`config.mk`:
```
export PLATFORM = sky130hd
export DESIGN_NAME = truth_table_sweeper
export DESIGN_NICKNAME = d
export VERILOG_FILES = /design/src/rtl/truth_table_sweeper.sv
export SDC_FILE = /design/constraint.sdc
export NUM_CORES = 1
export LEC_CHECK = 0
export ABC_AREA = 0
export CAP_MARGIN = 20
export CORE_MARGIN = 2
export CORE_UTILIZATION = 40
export DETAILED_ROUTE_END_ITERATION = 7
export GPL_ROUTABILITY_DRIVEN = 0
export GPL_TIMING_DRIVEN = 0
export PLACE_DENSITY = 0.69
export SYNTH_ARGS = -nofsm -noshare
export SYNTH_HDL_FRONTEND = slang
export SYNTH_SLANG_ARGS = --single-unit
```
`constraint.sdc`:
```
create_clock -name clk -period 5.21 [get_ports clk]
set_clock_uncertainty 0.05 [all_clocks]
set_input_delay 1.3025 -clock clk [delete_from_list [all_inputs] [get_ports clk]]
set_output_delay 1.3025 -clock clk [all_outputs]
set_load 0.05 [all_outputs]
```
`src/rtl/truth_table_sweeper.sv`:
```
// Drives rows 0..7 onto {a,b,c}, captures s into a truth table after each row has
// settled, and compares the finished table against a golden EXPECTED table.
module truth_table_sweeper #(
    parameter logic [7:0] EXPECTED = 8'hE0,
    parameter int         SETTLE   = 1
) (
    input  logic       clk,
    input  logic       rst_n,
    input  logic       start,
    input  logic       abort,
    input  logic       s,
    output logic       a,
    output logic       b,
    output logic       c,
    output logic       busy,
    output logic       done,
    output logic [7:0] tt,
    output logic       pass,
    output logic [3:0] err_count,
    output logic [2:0] first_err,
    output logic       err_valid
);

    // A settle time of 0 is treated as 1 so every row is held at least one cycle.
    localparam int SETTLE_EFF = (SETTLE < 1) ? 1 : SETTLE;
    localparam int CW = ($clog2(SETTLE_EFF) < 1) ? 1 : $clog2(SETTLE_EFF);
    localparam logic [CW-1:0] LAST = CW'(SETTLE_EFF - 1);

    typedef enum logic [1:0] {IDLE, DRIVE, DONE} state_t;

    state_t        state, state_nxt;
    logic [2:0]    row;
    logic [CW-1:0] cnt;
    logic          accept, capture, finish;
    logic [7:0]    tt_final, diff;
    logic [3:0]    diff_cnt;
    logic [2:0]    diff_first;

    always_ff @(posedge clk or negedge rst_n) begin
        if (!rst_n) state <= IDLE;
        else        state <= state_nxt;
    end

    // Abort outranks both start and capture; start is only honoured when not busy.
    always_comb begin
        state_nxt = state;
        accept    = 1'b0;
        capture   = 1'b0;
        finish    = 1'b0;
        case (state)
            IDLE, DONE: begin
                if (start && !abort) begin
                    accept    = 1'b1;
                    state_nxt = DRIVE;
                end
            end
            DRIVE: begin
                if (abort) begin
                    state_nxt = IDLE;
                end else if (cnt == LAST) begin
                    capture = 1'b1;
                    if (row == 3'd7) begin
                        finish    = 1'b1;
                        state_nxt = DONE;
                    end
                end
            end
            default: state_nxt = IDLE;
        endcase
    end

    // Results are computed from the table including the row being captured now.
    always_comb begin
        tt_final      = tt;
        tt_final[row] = s;
        diff          = tt_final ^ EXPECTED;
        diff_cnt      = 4'd0;
        diff_first    = 3'd0;
        for (int i = 0; i < 8; i++) begin
            diff_cnt = diff_cnt + {3'b000, diff[i]};
        end
        for (int i = 7; i >= 0; i--) begin
            if (diff[i]) diff_first = 3'(i);
        end
    end

    always_ff @(posedge clk or negedge rst_n) begin
        if (!rst_n) begin
            row       <= 3'd0;
            cnt       <= '0;
            tt        <= 8'h00;
            pass      <= 1'b0;
            err_count <= 4'd0;
            first_err <= 3'd0;
            err_valid <= 1'b0;
        end else if (accept) begin
            row       <= 3'd0;
            cnt       <= '0;
            tt        <= 8'h00;
            pass      <= 1'b0;
            err_count <= 4'd0;
            first_err <= 3'd0;
            err_valid <= 1'b0;
        end else if (state == DRIVE && !abort) begin
            if (capture) begin
                tt  <= tt_final;
                cnt <= '0;
                row <= row + 3'd1;
                if (finish) begin
                    pass      <= (diff == 8'h00);
                    err_count <= diff_cnt;
                    first_err <= diff_first;
                    err_valid <= (diff_cnt != 4'd0);
                end
            end else begin
                cnt <= cnt + CW'(1);
            end
        end
    end

    assign busy      = (state == DRIVE);
    assign done      = (state == DONE);
    assign {a, b, c} = busy ? row : 3'b000;

endmodule

```
==> run_results.csv <==
group,metric,value,unit
status,status,"completed",
floorplan,die_x,64.2,um
sta,rsz0062_at_grt,"no",
power,p_leak,0.838,nW
power,power_density,291,mW/mm^2
final_layout,antenna_cells,0,
run,drv_cap,0,
sta,final-setup-viol-count,0,
detailed_routing,ant_nets,0,
sta,finalMaxSlewViolations,0,
synth,ys_seq_elements,23,
clock_tree,path_clk_slew,0.13,ns
critical_path,max_stage_delay,0.54,ns
floorplan,die_area,0.00412,mm^2
detailed_routing,via_per_inst,5.36,
floorplan,core,0.00342,mm^2
sta,finalCritPeriodShare,0.900,
critical_path,crit_slowest_cell,"fa_1",
synth,synth.yosys.seq_area_share,0.398,
synth,synth.area.top_cells,"dfrtp_1 40%, fa_1 5.5%, nand2_1 5.4%",
critical_path,startpoint_type,"input port",
clock_tree,cts_made_buffers,3,
sta,period_needed,4.69,ns
detailed_routing,drc,0,
final_layout,syn_to_final_growth,25.0,%
sta,slew_headroom,0.493,
clock_tree,cts_hold_buf,0,
synth,synth-main-ff-cell,"dfrtp_1",
synth,yosysWarningCount,0,
synth,synth_nets,169,
place,dp_cells,226,
critical_path,cp.required,5.36,ns
sta,tightest_slew,0.754,ns
clock_tree,cts_buffer_depth,2,
clock_tree,root_buffer,"clkbuf_4",
sta,max_freq,213,MHz
synth,synth-edff-count,0,
final_layout,layout.nets,200,
place,place_ws,-0.379,ns
clock_tree,cts_resized,0,
global_routing,grt_pass1_vias,1226,
floorplan,io_pins,27,
critical_path,cp_cell_sequence,"dlymetal6s2s_1 > mux2i_1 > fa_1 > inv_1 > fa_1 > inv_1 > fa_1 > inv_1 > ha_1 > fa_1 > xor2_1 > a2111oi_0 > o21ai_0",
synth,synth_cell_type_count,35,
power,ir_drop,0.000153,V
clock_tree,htreeDepth,1,
synth,async_flop_share,1.00,
synth,syn-instance-count,154,
detailed_routing,vias,1233,
floorplan,placementRows,21,
synth,syn-cell-area,0.00145,mm^2
power,power,0.000527,W
floorplan,initial_core_util,0.424,
detailed_routing,totalWireLength,3.28,mm
critical_path,crit_family,"adder cells",
global_routing,grt_overflow,0,
sta,hold_viol,0,
place,hpwl,2.45,mm
critical_path,crit_fanout,12,
synth,synthTopCellsByCount,"23 x dfrtp_1, 21 x nand2_1, 14 x o21ai_0, 11 x nand3_1, 8 x inv_1",
hold_path,hold_path_class,"flop to flop",
place,io_buffers,26,
critical_path,end_kind,"flop",
clock_tree,cts_tree,"done",
sta,fin_ws,0.521,ns
critical_path,path_class,"input port to flop",
final_layout,layout-drive-gt1-share,0.0652,
synth,avgSynthCellArea,9.40,um^2
clock_tree,cts_num_sinks,23,
critical_path,crit_top_cell,"fa_1",
synth,yosys.area.top_type,"dfrtp_1",
floorplan,die_y,64.2,um
final_layout,instances_no_fill,230,
clock_tree,cts_setup_buffers,0,
global_routing,antenna_found_initial,0,
detailed_routing,first_iter_violations,86,
global_routing,grt_max_degree,24,
synth,yosysMostFrequentCell,"dfrtp_1",
critical_path,worstPathArrival,4.84,ns
global_routing,grt_pass1_wl,5.58,mm
detailed_routing,dr.pass1.iters,4,
clock_tree,clock_latency,0.32,ns
global_routing,grt_usage,0.175,
synth,synth_top_area_share,0.398,
final_layout,final_util,0.530,
detailed_routing,wl_per_cell,14.2,um
critical_path,path_buf_inv,4,
==> through the flow <==
step | setup TNS (ns) | hold slack, ns | area (um^2)
after global routing | 0 | 0.508 | 1810
after detailed placement | -0.379 | 0.442 | 1770
final | 0 | 0.480 | 1810
after floorplan | 0 | 0.439 | 1450
after CTS | 0 | 0.486 | 1790
after global placement | -0.288 | 0.440 | 1770
==> cells by family (layout without fill, tap and decap cells) <==
kind of cell / Yosys count / after routing / synth area share
fa+ha+maj: 10 / 10 / 0.107
simple gates: 62 / 62 / 0.222
xor+xnor: 1 / 1 / 0.00605
buf+inv: 17 / 47 / 0.0562
compound gates: 33 / 33 / 0.152
flops: 23 / 23 / 0.398
mux: 8 / 8 / 0.0588
==> worst min-delay path, cell delays in order, from the launching register on <==
cell and delay (ns):
dfrtp_1 0.37, nand3_1 0.06, nand2_1 0.07
==> state kept, by name, summed over array words and instances (netlist names) <==
| name | flops |
|---|---|
| tt | 8 |
| err_count | 4 |
| err_valid | 1 |
| first_err | 3 |
| row | 3 |
| cnt | 1 |
| pass | 1 |
| state | 2 |
==> layer usage <==
layer	track usage	part of all wire
met5	0	0
met4	0.0798	0.018
met3	0.0282	0.045
met2	0.275	0.47
met1	0.236	0.46
==> final cells by class <==
cell class | count | area (um^2)
buffer | 8 | 47.5
clock buffer | 4 | 26.3
fill | 338 | 1610
inverter | 8 | 30.0
multi-input combinational | 114 | 795
sequential | 23 | 576
tap | 46 | 57.6
timing repair buffer | 27 | 278
==> layout by cell type (no fill, tap or decap), drive strengths merged, types with 3 or more instances in the layout <==
cell type,count
nand2b,4
and2,4
nor3,3
ha,6
buf,6
clkbuf,7
nor2,4
inv,8
nand2,21
nand3b,4
o21a,3
clkdlybuf4s50,25
nor2b,4
fa,4
mux2i,7
nand3,12
dfrtp,23
o21ai,14
a22o,4
==> report_power, final <==
part	internal, W	switching, W	total, W
clock	0.0000300	0.0000560	0.0000860
sequential	0.000189	0.0000120	0.000201
combinational	0.0000960	0.000144	0.000240
total	0.000315	0.000212	0.000527
==> worst paths after layout <==
kind,startpoint,to,slack (ns),cells past startpoint
setup / recovery,s,err_valid$_DFFE_PN0P_,0.52,13
hold / removal,err_count[3]$_DFFE_PN0P_,err_count[3]$_DFFE_PN0P_,0.48,2
setup reg to reg,row[0]$_DFFE_PN0P_,err_valid$_DFFE_PN0P_,0.94,15
hold reg to reg,err_count[3]$_DFFE_PN0P_,err_count[3]$_DFFE_PN0P_,0.48,2
max in group asynchronous,rst_n,tt[6]$_DFFE_PN0P_,3.37,2
min in group asynchronous,rst_n,state[0]$_DFFE_PN0P_,1.26,1
Note: power is estimated with default switching activity, not from simulation.
